<file path="src/rtl/note_detector.sv">
// ============================================================================
// note_detector : period-counting pitch detector, C5..C7 nearest-note search
// Revision 1.0 - initial release
// ============================================================================
`default_nettype none

module note_detector #(
  parameter int          PERIODS = 16,
  parameter logic [15:0] HYST    = 16'd256,
  parameter logic [23:0] REF     = 24'd524288,
  parameter logic [23:0] TOL     = 24'd15360
) (
  input  logic        i_clk,
  input  logic        i_rst,
  input  logic        i_sample_valid,
  input  logic [15:0] i_sample,
  output logic [4:0]  o_note,
  output logic        o_note_valid,
  output logic        o_note_hit,
  output logic        o_timeout,
  output logic        o_busy
);

  localparam int             XW      = (PERIODS > 1) ? $clog2(PERIODS) : 1;
  localparam logic [XW-1:0]  X_LAST  = XW'(PERIODS - 1);
  localparam logic [11:0]    CNT_MAX = 12'hFFF;
  localparam logic [4:0]     K_LAST  = 5'd24;

  typedef enum logic [1:0] {IDLE, MEASURE, SEARCH, DONE} state_t;

  state_t        state;
  logic [11:0]   cnt;
  logic [XW-1:0] xcnt;
  logic          arm;
  logic          crossing;
  logic [4:0]    k;
  logic [4:0]    best_k;
  logic [23:0]   best_d;

  logic          arm_next;
  logic          crossing_next;
  logic [11:0]   inc;
  logic [23:0]   prod;
  logic [23:0]   diff;

  // Phase increments of the synth oscillator, one per semitone from C5 to C7.
  function automatic logic [11:0] inc_lut(input logic [4:0] idx);
    case (idx)
      5'd0:    inc_lut = 12'd536;
      5'd1:    inc_lut = 12'd568;
      5'd2:    inc_lut = 12'd601;
      5'd3:    inc_lut = 12'd637;
      5'd4:    inc_lut = 12'd675;
      5'd5:    inc_lut = 12'd715;
      5'd6:    inc_lut = 12'd758;
      5'd7:    inc_lut = 12'd803;
      5'd8:    inc_lut = 12'd851;
      5'd9:    inc_lut = 12'd901;
      5'd10:   inc_lut = 12'd955;
      5'd11:   inc_lut = 12'd1011;
      5'd12:   inc_lut = 12'd1072;
      5'd13:   inc_lut = 12'd1135;
      5'd14:   inc_lut = 12'd1203;
      5'd15:   inc_lut = 12'd1274;
      5'd16:   inc_lut = 12'd1350;
      5'd17:   inc_lut = 12'd1430;
      5'd18:   inc_lut = 12'd1515;
      5'd19:   inc_lut = 12'd1606;
      5'd20:   inc_lut = 12'd1701;
      5'd21:   inc_lut = 12'd1802;
      5'd22:   inc_lut = 12'd1909;
      5'd23:   inc_lut = 12'd2023;
      default: inc_lut = 12'd2143;
    endcase
  endfunction

  // Hysteresis: a crossing needs a dip below -HYST before the signal returns to >= 0.
  always_comb begin
    arm_next      = arm;
    crossing_next = 1'b0;
    if (i_sample_valid) begin
      if ($signed(i_sample) < -$signed({1'b0, HYST})) begin
        arm_next = 1'b1;
      end else if (!i_sample[15] && arm) begin
        arm_next      = 1'b0;
        crossing_next = 1'b1;
      end
    end
  end

  always_comb begin
    inc  = inc_lut(k);
    prod = {12'd0, cnt} * {12'd0, inc};
    diff = (prod >= REF) ? (prod - REF) : (REF - prod);
  end

  always_ff @(posedge i_clk) begin
    if (i_rst) begin
      state        <= IDLE;
      cnt          <= 12'd0;
      xcnt         <= '0;
      arm          <= 1'b0;
      crossing     <= 1'b0;
      k            <= 5'd0;
      best_k       <= 5'd0;
      best_d       <= 24'd0;
      o_note       <= 5'd0;
      o_note_valid <= 1'b0;
      o_note_hit   <= 1'b0;
      o_timeout    <= 1'b0;
      o_busy       <= 1'b0;
    end else begin
      o_note_valid <= 1'b0;
      o_timeout    <= 1'b0;
      case (state)
        IDLE: begin
          arm      <= arm_next;
          crossing <= crossing_next;
          if (crossing) begin
            cnt   <= {11'd0, i_sample_valid};
            xcnt  <= '0;
            state <= MEASURE;
          end
        end

        MEASURE: begin
          if (crossing && (xcnt == X_LAST)) begin
            // cnt freezes here; samples from now until IDLE are discarded
            state    <= SEARCH;
            o_busy   <= 1'b1;
            k        <= 5'd0;
            best_k   <= 5'd0;
            best_d   <= '1;
            arm      <= 1'b0;
            crossing <= 1'b0;
          end else if (i_sample_valid && (cnt == CNT_MAX)) begin
            o_timeout <= 1'b1;
            state     <= IDLE;
            arm       <= 1'b0;
            crossing  <= 1'b0;
          end else begin
            arm      <= arm_next;
            crossing <= crossing_next;
            if (crossing)       xcnt <= xcnt + XW'(1);
            if (i_sample_valid) cnt  <= cnt + 12'd1;
          end
        end

        SEARCH: begin
          crossing <= 1'b0;
          if (diff < best_d) begin
            best_k <= k;
            best_d <= diff;
          end
          if (k == K_LAST) begin
            state <= DONE;
          end else begin
            k <= k + 5'd1;
          end
        end

        default: begin
          crossing     <= 1'b0;
          o_note       <= best_k;
          o_note_hit   <= (best_d <= TOL);
          o_note_valid <= 1'b1;
          o_busy       <= 1'b0;
          state        <= IDLE;
        end
      endcase
    end
  end

endmodule

`default_nettype wire

</file>
<file path="config.mk">
export PLATFORM = sky130hd
export DESIGN_NAME = note_detector
export DESIGN_NICKNAME = d
export VERILOG_FILES = /design/src/rtl/note_detector.sv
export SDC_FILE = /design/constraint.sdc
export NUM_CORES = 1
export LEC_CHECK = 0
export CAP_MARGIN = 20
export CORE_ASPECT_RATIO = 1.5
export CORE_MARGIN = 5
export CORE_UTILIZATION = 40
export DETAILED_ROUTE_END_ITERATION = 6
export PLACE_DENSITY = 0.67
export SLEW_MARGIN = 0
export SYNTH_ARGS = -nofsm -noshare
export SYNTH_HDL_FRONTEND = slang
export SYNTH_SLANG_ARGS = --single-unit
</file>
<file path="constraint.sdc">
create_clock -name i_clk -period 20.3 [get_ports i_clk]
set_clock_uncertainty 0.1 [all_clocks]
set_input_delay 4.06 -clock i_clk [delete_from_list [all_inputs] [get_ports i_clk]]
set_output_delay 4.06 -clock i_clk [all_outputs]
set_load 0.01 [all_outputs]
</file>
# After elaboration in Yosys (flattened, before gate mapping)
# Memory sizes are Yosys's and may differ from the RTL's. A register that Yosys moved wholly into a read port is not among the register bits.
# Index checks and enable logic that the tools add are counted.
# classes
n_lt_le_gt_ge,4
muxes,42
bitwise_logic,2
n_mul,1
addsub,5
n_reduce_logical,16
n_eq_ne,15
# op_table
op,count
$mux 24,3
$mux 12,4
$pmux 24 s2,1
$mux 5,5
$ge 24x20->1 const B,1
$le 24x14->1 const B,1
$lt 24x24->1,1
$mul 12x12->24,1
$pmux 12 s2,1
$sub 20x24->24 const A,1
$sub 24x20->24 const B,1
$pmux 5 s2,2
$ne 2x2->1 const B,9
$lt 16x9->1 const B,1
$mux 4,4
$mux 1,13
$add 12x1->12 const B,1
$eq 12x12->1 const B,1
$reduce_and 5->1,2
$reduce_and 3->1,3
$mux 2,4
$pmux 4 s2,1
$pmux 1 s2,3
$pmux 2 s3,1
15 further kinds,20
# word_totals
elab_cells,99
rom_bits,384
mem_count,1
ff_bits,63
input_bits,19
out_inout_bits,9
# mem_list
name,words,width,rd,rd_ports_with_merged_regs,wr,line_no,rtl
(no name shown),32,12,1,1,0,48,case (idx)

# Longest topological paths before layout
# logic_depth
word_depth,8
mapped_depth,36
ltp_nobuf,32

# Worst setup path before layout
# OpenSTA, ideal clock, no wires.
# synth_timing
path_type,reg2reg
from,reg cnt[2]
to,reg best_d[21]
setup_time_ps,145
slack_ps,11638
arrival_time_ps,8417
synth_period_minus_slack_ps,8662
path_stages_with_launch,33
path_cell_list,dfxtp_1 > clkbuf_1 > clkbuf_1 > and2_1 > fa_1 > fa_1 > fa_1 > fa_1 > inv_1 > fa_1 > inv_1 > ha_1 > buf_2 > nand2_1 > o21ai_0 > a22oi_1 > nor2b_1 > o211a_1 > or4_1 > buf_2 > buf_6 > clkbuf_1 > o31ai_1 > nand2_1 > ha_1 > a21o_1 > nand3_1 > a211oi_1 > a2111oi_0 > nor4b_1 > clkbuf_1 > clkbuf_1 > a41oi_1
# synth_via
elab_chain_len,6
elab_cells_between_ends,10
classes_between,add/sub: 2; mul: 1; order compare: 2; eq/ne: 1; mux: 3; reduce/logical: 1
# synth_lines
element,line_no,rtl
start: declaration,32,logic [11:0] cnt;
start signal: assignment,120,"cnt <= {11'd0, i_sample_valid};"
start signal: assignment,145,if (i_sample_valid) cnt <= cnt + 12'd1;
$mul 12x12->24 (*),93,"prod = {12'd0, cnt} * {12'd0, inc};"
"$sub 20x24->24, or another cell as far along",94,diff = (prod >= REF) ? (prod - REF) : (REF - prod);
$mux 24 (*),94,
$lt 24x24->1,151,if (diff < best_d) begin
$ne 2x2->1 (no line),n/a,
$reduce_and 3->1 (no line),n/a,
end signal: assignment,153,best_d <= diff;
end: declaration,38,logic [23:0] best_d;
# Every way passes the cells marked *; elsewhere a longest branch is shown, timed or not. The select of a mux whose other input is x is not followed.
# A chain may end at the register's enable or synchronous reset.

# Worst setup path in the final report
# layout_timing
from,reg cnt[0]
to,reg best_d[6]
# Same word-level chain as after synthesis.

==> results_dict.tcl <==
set metrics [dict create \
    critical_path.most_common_cell "fa_1" \
    ctsHoldBuffers 0 \
    whs_endpoint "o_note[0]$_SDFFE_PP0P_" \
    tightestPinTransition_ps 849 \
    num_rows 69 \
    h-tree-depth 3 \
    hp-start "o_note[0]$_SDFFE_PP0P_" \
    p_per_area_nw_per_um2 33.6 \
    whs_path_depth 2 \
    grt_max_degree 39 \
    n_antenna_cell 0 \
    crit_path_max_fanout 37 \
    gr-total-overflow 0 \
    numCtsBuffers 9 \
    syn_area_per_cell_um2 8.08 \
    cts-root-buf "clkbuf_16" \
    syn2layout_area_growth_pct 8.04 \
    postCtsResizedCells 0 \
    grt_pass1_wl_mm 39.2 \
    arrival_ps 9760 \
    power.total_w 0.000345 \
    clockBufferDepth 2 \
    worstReg2RegEnd "best_d[6]$_SDFFE_PP0P_" \
    outcome "completed" \
    clk_pin_slew_ps 60 \
    synth_top_area_share_pct 21.1 \
    synth.largest_area_cell "fa_1" \
    grt_pass1_vias 8268 \
    dp_hpwl_mm 17.9 \
    wl_met3_um 743 \
    setup_tns_ps 0 \
    crit_required_ps 20440 \
    slew_headroom_pct 43.0 \
    ys_top_cells_by_area "fa_1 21%, dfxtp_1 16%, ha_1 13%, inv_1 6.8%, nand2_1 6.1%" \
    final_antenna_net_count 0 \
    dr.pass1.iters 5 \
    crit_path_start_kind "flip-flop" \
    yosysSeqAreaShare_pct 15.8 \
    hold_path_class "reg -> reg" \
    synth_async_sr_flop_share_pct 0 \
    top_layer_used "met4" \
    max-vdd-ir-drop_v 0.0000444 \
    routedWlPerCell_um 15.4 \
    synthesis.area_um2 9490 \
    setup_violations 0 \
    yosysUniqueCellTypes 69 \
    drive_gt1_share_pct 3.62 \
    hold_viol_final 0 \
    synthesis.instances 1174 \
    chipWidth_um 136 \
    ys.flop_type "dfxtp_1" \
    syn_nets 1392 \
    wl_mm 22.8 \
    finalMaxSlewViolations 0 \
    dr_total_vias 8040 \
    critPathMaxStageDelay_ps 780 \
    drc 0 \
    chipHeight_um 199 \
    portBuffers 19 \
    r2r_slack_ps 10670 \
    post_cts_buffers 0 \
    antenna_found_initial 0 \
    yosysWarnings 0 \
    fin_crit_sh_pct 47.4 \
    r2r_start "cnt[0]$_SDFFE_PP0P_" \
    cts_num_sinks 75 \
    wl_met1_mm 9.09 \
    grt_usage_pct 17.8 \
    synth_seq_cells 75 \
    routed_via_density 5.43 \
    crit_path_end_kind "flip-flop" \
    pin_count 28 \
    tritoncts "yes" \
    gp_congestion 0.875 \
    design.core.area_um2 23600 \
    insertion_delay_ps 350 \
    die_area_um2 27000 \
    rsz0062_at_grt "no" \
    nNetsFinal 1374 \
    initial_core_util_pct 40.3 \
    nFillCells 2359 \
    drtIter0Drc 336 \
    yosysMostFrequentCell "inv_1" \
    finalCriticalPeriod_ps 9630 \
    wl_met2_mm 12.3 \
    cp_slowest_cell "dfxtp_1" \
    max_freq_mhz 104 \
    p_leak_nw 4.81 \
    synth_enable_flop_cells 0 \
    path_class "reg -> reg" \
    reg2reg_depth 29 \
    maxCapViolCount 0 \
    netlist_top_cells_count "171 x inv_1, 153 x nand2_1, 100 x fa_1" \
]
## sequential cells by signal, indices dropped and copies added, names as in the netlist
name	count
o_note	5
arm	1
state	2
cnt	12
k	5
o_busy	1
inc	12
best_k	5
crossing	1
o_note_hit	1
xcnt	4
best_d	24
o_timeout	1
o_note_valid	1
## how the worst max path moves through the flow
| stage | start | end | slack (ps) | cells past startpoint |
|---|---|---|---|---|
| floorplan | cnt[2]$_SDFFE_PP0P_ | best_d[21]$_SDFFE_PP0P_ | 11640 | 32 |
| global placement | cnt[0]$_SDFFE_PP0P_ | best_d[6]$_SDFFE_PP0P_ | 10740 | 29 |
| detailed placement | cnt[0]$_SDFFE_PP0P_ | best_d[6]$_SDFFE_PP0P_ | 10730 | 29 |
| CTS | cnt[0]$_SDFFE_PP0P_ | best_d[6]$_SDFFE_PP0P_ | 10700 | 29 |
| global route | cnt[0]$_SDFFE_PP0P_ | best_d[6]$_SDFFE_PP0P_ | 10180 | 29 |
| finish | cnt[0]$_SDFFE_PP0P_ | best_d[6]$_SDFFE_PP0P_ | 10670 | 29 |
## routing by layer
layer	track usage (%)	vias to the layer above
met5	0	-
met4	6.95	0
met3	1.52	48
met2	34.2	192
met1	20.1	3909
li1	-	3891
## stage by stage
stage | setup WS (ps) | hold slack (ps) | utilization, % | cell area (µm²) | instances
2_1_floorplan | 11640 | 332 | - | 9490 | 1174
3_3_place_gp | 10740 | 343 | 42.1 | 9930 | 1463
3_5_place_dp | 10730 | 350 | 42.1 | 9930 | 1463
4_1_cts | 10700 | 359 | 43.5 | 10200 | 1479
5_1_grt | 10180 | 374 | 43.5 | 10300 | 1480
6_report | 10670 | 356 | 43.5 | 10300 | 1480
## layout by cell type (no fill, tap or decap), types with 14 or more instances in the layout
cell type / n
ha_1: 99
a31oi_1: 17
inv_1: 171
and2_1: 67
nand2_1: 153
fa_1: 100
xnor2_1: 17
nor2_1: 63
dfxtp_1: 75
o21ai_0: 40
clkdlybuf4s50_1: 19
xor2_1: 18
nor3_1: 21
a21o_1: 14
nand3_1: 30
o31ai_1: 18
a21oi_1: 44
## worst max-delay path, delay by kind of cell (launching register included)
family	cells	cell delay, ps
buf+inv	6	1060
flops	1	780
simple gates	9	2180
fa+ha+maj	7	3340
compound gates	7	2030
## final cells by class
cell class	count	area (µm²)	share of cell area, %
clock inverters	6	71.3	0.696
clock buffers	10	239	2.33
multi-input cells	868	7120	69.5
flip-flops and latches	75	1500	14.6
inverters	172	646	6.30
well taps	319	399	3.89
repair buffers	30	273	2.66
## report_power, final
part	internal [W]	switching [W]	leakage, nW
registers	0.000147	0.000000740	0.604
clock network	0.0000999	0.0000699	0.146
logic	0.0000122	0.0000145	4.06
## cells by family after synthesis
logic type	Yosys count	synth area share [%]
xor gates and xnor gates	36	3.32
DFF	75	15.8
buffers and inverters	231	9.26
and+or+nand+nor	424	22.4
adders and majority gates	199	34.2
muxes	6	0.646
AOI/OAI and AO/OA	203	14.3
Power figures use the tool's default switching activity.
==> edit 1, RTL diff (same settings) <==
Reset style: asynchronous (`i_rst`), changed in one clocked block.
--- a/src/rtl/note_detector.sv
+++ b/src/rtl/note_detector.sv
@@ -94,7 +94,7 @@
     diff = (prod >= REF) ? (prod - REF) : (REF - prod);
   end
 
-  always_ff @(posedge i_clk) begin
+  always_ff @(posedge i_clk or posedge i_rst) begin
     if (i_rst) begin
       state        <= IDLE;
       cnt          <= 12'd0;
Check against the original RTL: same outputs for any inputs over 10 cycles, from zero or initial values and one cycle with i_rst high; that may be too few to reach the edited logic, so the function may still have changed.
==> edit 1 against the original RTL <==
Maximum frequency down 8.4%; sequential cell count down 12; worst hold slack better by 0.032 ns; design area about the same; synthesized area up 1.4%; setup slack worse by 0.88 ns; wire length down 4.1%; critical path type unchanged.
Power is left out: it rests on default switching activity, and per cell area and clock period it moved more than threefold.
==> edit 1: results (changes against the original RTL) <==
- Gpl congestion: 0.866 (was 0.875)
- Synth top cells by count: inv_1 (175), nand2_1 (151), ha_1 (101), fa_1 (100), dfrtp_1 (63) (was inv_1 (171), nand2_1 (153), fa_1 (100), ha_1 (99), dfxtp_1 (75))
- Largest net degree at the start of global routing: 64 (was 39)
- Syn avg cell area: 8.38 um^2 (was 8.08 um^2)
- GRT Resource Usage Total: 16.8% (was 17.8%)
- Seq/Total Area, Yosys: 16.4% (was 15.8%)
- 1st-iter DRT viols: 409 (was 336)
- Via density: 5.35 (was 5.43)
- Async set-or-reset flop fraction in the synthesized netlist: 100% (was 0%)
- CTS root buffer: clkbuf_16 (unchanged)
- CTS-repair resized insts: 0 (unchanged)
- Clk Latency, worst-skew pair: 0.35 ns (about the same)
- Max incr delay on CP: 0.83 ns (was 0.78 ns)
- Vias in the first global route: 7830 (was 8268)
- Worst Path Arrival: 10.62 ns (was 9.76 ns)
- Input/output buffers: 19 (unchanged)
- Slew HR: 29.0% (was 43.0%)
- Final net count: 1345 (was 1374)
- Maximum buffer depth of the clock tree: 2 (unchanged)
- ANT nets after route: 0 (unchanged)
- WL/cell: 15.1 um (was 15.4 um)
- Hold path cells: 2 (unchanged)
- Worst hold path type: register to register (unchanged)
- H-tree Lvls: 3 (unchanged)
- Fill cells: 2372 (was 2359)
- CP max-delay cell: a21oi_1 (was dfxtp_1)
- TNS Setup: 0 ns (unchanged)
- DRT Pass-1 Iters: 7 (was 5)
- Post-Place Cells: 1432 (was 1463)
- Top Registers: best_d: 24 flops, cnt: 12 flops
- Status: complete, no violations (unchanged)
- Top cells by area, synth: fa_1 (21%), dfrtp_1 (16%), ha_1 (13%) (was fa_1 (21%), dfxtp_1 (16%), ha_1 (13%))
- Final WL: 21900 um (was 22800 um)
- Worst-path maximum fanout: 46 (was 37)
- R2R depth: 35 (was 29)
- First-pass GRT wire length: 37000 um (was 39200 um)
- CTS clock-pin slew for the worst setup and hold paths: 0.05 ns
- Post-DP HPWL: 17500 um (was 17900 um)
- Initial antenna violation count: 0 (unchanged)
- Antenna diode count: 0 (unchanged)
- Setup bufs post-CTS: 0 (unchanged)
- Reg2Reg Setup Slack: 9.80 ns (was 10.67 ns)
- Post-synth top flop: dfrtp_1 (was dfxtp_1)
- Ratio of cells with drive above 1 in the final layout: 5.49% (was 3.62%)
- Yosys cell types: 73 (was 69)
- Yosys warnings: 0 (unchanged)
- CTS buffer count: 9 (unchanged)
==> edit 1: cell count changes after synthesis, moves of 10 or more <==
| cell | change |
|---|---|
| dfrtp_1 | +63 |
| nor2b_1 | +19 |
| nor2_1 | -10 |
| o31ai_1 | -15 |
| or4_1 | -13 |
| and2_1 | -33 |
| dfxtp_1 | -75 |
==> edit 1: worst paths after layout <==
kind | start | end
min in group asynchronous | i_rst | o_note_valid
hold reg to reg | o_busy | o_busy
setup reg to reg | k[2] | best_d[12]
setup / recovery | k[2] | best_d[12]
hold / removal | o_busy | o_busy
max in group asynchronous | i_rst | best_d[12]
==> edit 1: per-stage QoR <==
step	setup slack [ns]	area [um^2]	utilization (%)	hold WS (ns)
6_report	9.80	10300	43.2	0.388
5_1_grt	9.04	10300	43.2	0.421
4_1_cts	9.81	10200	43.1	0.395
3_5_place_dp	9.79	9960	42.0	0.381
3_3_place_gp	9.89	9960	42.0	0.364
2_1_floorplan	11.30	9620	-	0.377
==> edit 1: cells by family after synthesis <==
group,share of synthesized area [%]
adder cells (fa/ha/maj),33.9
multiplexers,1.65
AND/OR/NAND/NOR,21.1
XOR/XNOR,3.35
AO/OA/AOI/OAI,13.4
flip-flops,16.4
buffers and inverters,10.2
==> edit 1: worst max-delay path: cells and delay by family, from the launching register on <==
kind | cells | cell delay, ns
buf+inv | 5 | 0.92
simple gates | 9 | 1.18
xor+xnor | 1 | 0.32
compound gates | 12 | 3.51
flops | 1 | 0.81
fa+ha+maj | 8 | 3.50
==> edit 1: cell type report <==
class                   count  share of cell area [%]
repair buffers             27                    2.51
clock buffers              11                    2.37
multi-input cells         849                    69.1
inverters                 175                    6.41
flip-flops and latches     63                    15.4
clock inverters             5                   0.330
well taps                 319                    3.89
==> edit 1: metal layers <==
layer	part of all wire (%)	global-route usage (%)	up-vias
met5	0	0	-
li1	-	-	3753
met1	40	19.2	3850
met4	3.1	6.87	0
met2	55	31.5	115
met3	2.2	1.83	36
==> edit 2, RTL diff (same flow settings) <==
Without the edit above. Change the parameter `PERIODS` from 16 to 32.
--- a/src/rtl/note_detector.sv
+++ b/src/rtl/note_detector.sv
@@ -5,7 +5,7 @@
 `default_nettype none
 
 module note_detector #(
-  parameter int          PERIODS = 16,
+  parameter int          PERIODS = 32,
   parameter logic [15:0] HYST    = 16'd256,
   parameter logic [23:0] REF     = 24'd524288,
   parameter logic [23:0] TOL     = 24'd15360
Check against the original RTL: no difference found for any inputs over 10 cycles, from zero or initial values and one cycle with i_rst high; that may be too few to reach the edited logic, so the function may still have changed.
==> edit 2 against the original RTL <==
Design area is 5.1% higher; sequential share of layout area is 0.53 points lower; sequential cell count is 1 higher; setup slack better by 0.070 ns; synthesized area is 7.0% higher; wire length is 8.9% higher; power is 3.8% lower; global-route usage hardly changed.
==> edit 2: results (changes against the original RTL) <==
- Top cells by area, synth: fa_1 (20%), dfxtp_1 (15%), ha_1 (12%) (was fa_1 (21%), dfxtp_1 (16%), ha_1 (13%))
- Status: complete, no violations (unchanged)
- CTS buffer count: 9 (unchanged)
- Max incr delay on CP: 0.75 ns (was 0.78 ns)
- Yosys warnings: 0 (unchanged)
- Antenna diode count: 0 (unchanged)
- Post-synth top flop: dfxtp_1 (unchanged)
- DRT Pass-1 Iters: 5 (unchanged)
- CP max-delay cell: dfxtp_1 (unchanged)
- Max reg flops: 24 (unchanged)
- Largest net degree at the start of global routing: 50 (was 39)
- Final WL: 24800 um (was 22800 um)
- Dpl ws: 10.79 ns (was 10.73 ns)
- P_leak: 4.89 nW (was 4.81 nW)
- Maximum buffer depth of the clock tree: 2 (unchanged)
- H-tree Lvls: 3 (unchanged)
- Synth top cells by count: inv_1 (180), nand2_1 (164), fa_1 (100), ha_1 (100), dfxtp_1 (76) (was inv_1 (171), nand2_1 (153), fa_1 (100), ha_1 (99), dfxtp_1 (75))
- Final net count: 1446 (was 1374)
- Worst hold path type: register to register (unchanged)
- Max VDD drop: 0.0717 mV (was 0.0444 mV)
- Worst-path maximum fanout: 28 (was 37)
- Gpl congestion: 0.840 (was 0.875)
- First-pass GRT wire length: 42400 um (was 39200 um)
- GRT Resource Usage Total: 17.8% (about the same)
- Setup bufs post-CTS: 0 (unchanged)
- Psw: 0.0873 mW (was 0.0852 mW)
- Fill cells: 2543 (was 2359)
- Input/output buffers: 19 (unchanged)
- Worst Path Arrival: 9.72 ns (was 9.76 ns)
- Initial antenna violation count: 0 (unchanged)
- CTS root buffer: clkbuf_16 (unchanged)
- Synth Net Count: 1470 (was 1392)
- CTS-repair resized insts: 0 (unchanged)
- Vias in the first global route: 8898 (was 8268)
- Clk Latency, worst-skew pair: 0.36 ns
- Post-DP HPWL: 19500 um (was 17900 um)
- Async set-or-reset flop fraction in the synthesized netlist: 0% (unchanged)
- DR vias: 8679 (was 8040)
- Measured slew at the worst slew-check pin: 0.947 ns (was 0.849 ns)
- Yosys cell types: 90 (was 69)
- 1st-iter DRT viols: 500 (was 336)
- Largest Register: best_d (unchanged)
- Seq/Total Area, Yosys: 15.0% (was 15.8%)
- Ratio of cells with drive above 1 in the final layout: 6.17% (was 3.62%)
- CTS clock-pin slew for the worst setup and hold paths: 0.07 ns
-- edit 2: cell count changes after synthesis, sizes merged, moves of 10 or more --
cell,change
buf,+18
a21oi,+13
nand2,+11
clkbuf,-14
inv,+10
-- edit 2: through the flow --
step,cell area (um^2),total power [mW],std cells
after floorplan,10100,0.167,1251
after global placement,10500,0.174,1544
after detailed placement,10500,0.174,1544
after CTS,10800,0.336,1560
after global routing,10800,0.345,1560
final,10800,0.332,1560
-- edit 2: final cells by class --
class | count | area (um^2) | area share [%]
clock buffer | 9 | 225 | 2.09
clock inverter | 7 | 65.1 | 0.604
inverter | 181 | 679 | 6.30
multi-input combinational | 930 | 7610 | 70.7
sequential | 76 | 1520 | 14.1
tap | 328 | 410 | 3.81
timing repair buffer | 29 | 260 | 2.41
-- edit 2: worst paths after layout --
kind | start | end | slack, ns | depth (start not counted)
hold reg to reg | o_note[3] | o_note[3] | 0.36 | 2
setup reg to reg | cnt[0] | best_d[1] | 10.74 | 28
setup / recovery | cnt[0] | best_d[1] | 10.74 | 28
hold / removal | o_note[3] | o_note[3] | 0.36 | 2
-- edit 2: worst max-delay path, delay by kind of cell, from the launching register on --
kind            cells  cell delay, ns
compound gates      8            2.54
xor+xnor            1            0.21
fa+ha+maj           7            3.45
buf+inv             4            0.52
flops               1            0.75
simple gates        8            1.86
-- edit 2: power by group through the flow --
stage          Sequential [mW]  Clock (mW)  Combinational (mW)
2_1_floorplan            0.153           0              0.0144
3_3_place_gp             0.153           0              0.0206
3_5_place_dp             0.153           0              0.0209
4_1_cts                  0.150       0.166              0.0210
5_1_grt                  0.150       0.172              0.0235
6_report                 0.150       0.161              0.0210
-- edit 2: logic make-up (layout without fill, tap and decap cells) --
kind of cell               after synthesis  count (layout)  synth area share [%]
AOI/OAI and AO/OA                      255             255                  18.3
xor gates and xnor gates                26              26                  2.43
adders and majority gates              200             200                  32.1
muxes                                    3               3                 0.308
buffers and inverters                  245             226                  9.99
DFF                                     76              76                  15.0
and+or+nand+nor                        446             446                  22.0
-- edit 2: per-layer routing --
metal	vias to the layer above	global-route usage (%)	part of all wire [%]
li1	4195	-	-
met1	4287	20.1	41
met2	149	33.4	53
met3	48	1.99	2.3
met4	0	7.69	3.3
met5	-	0	0
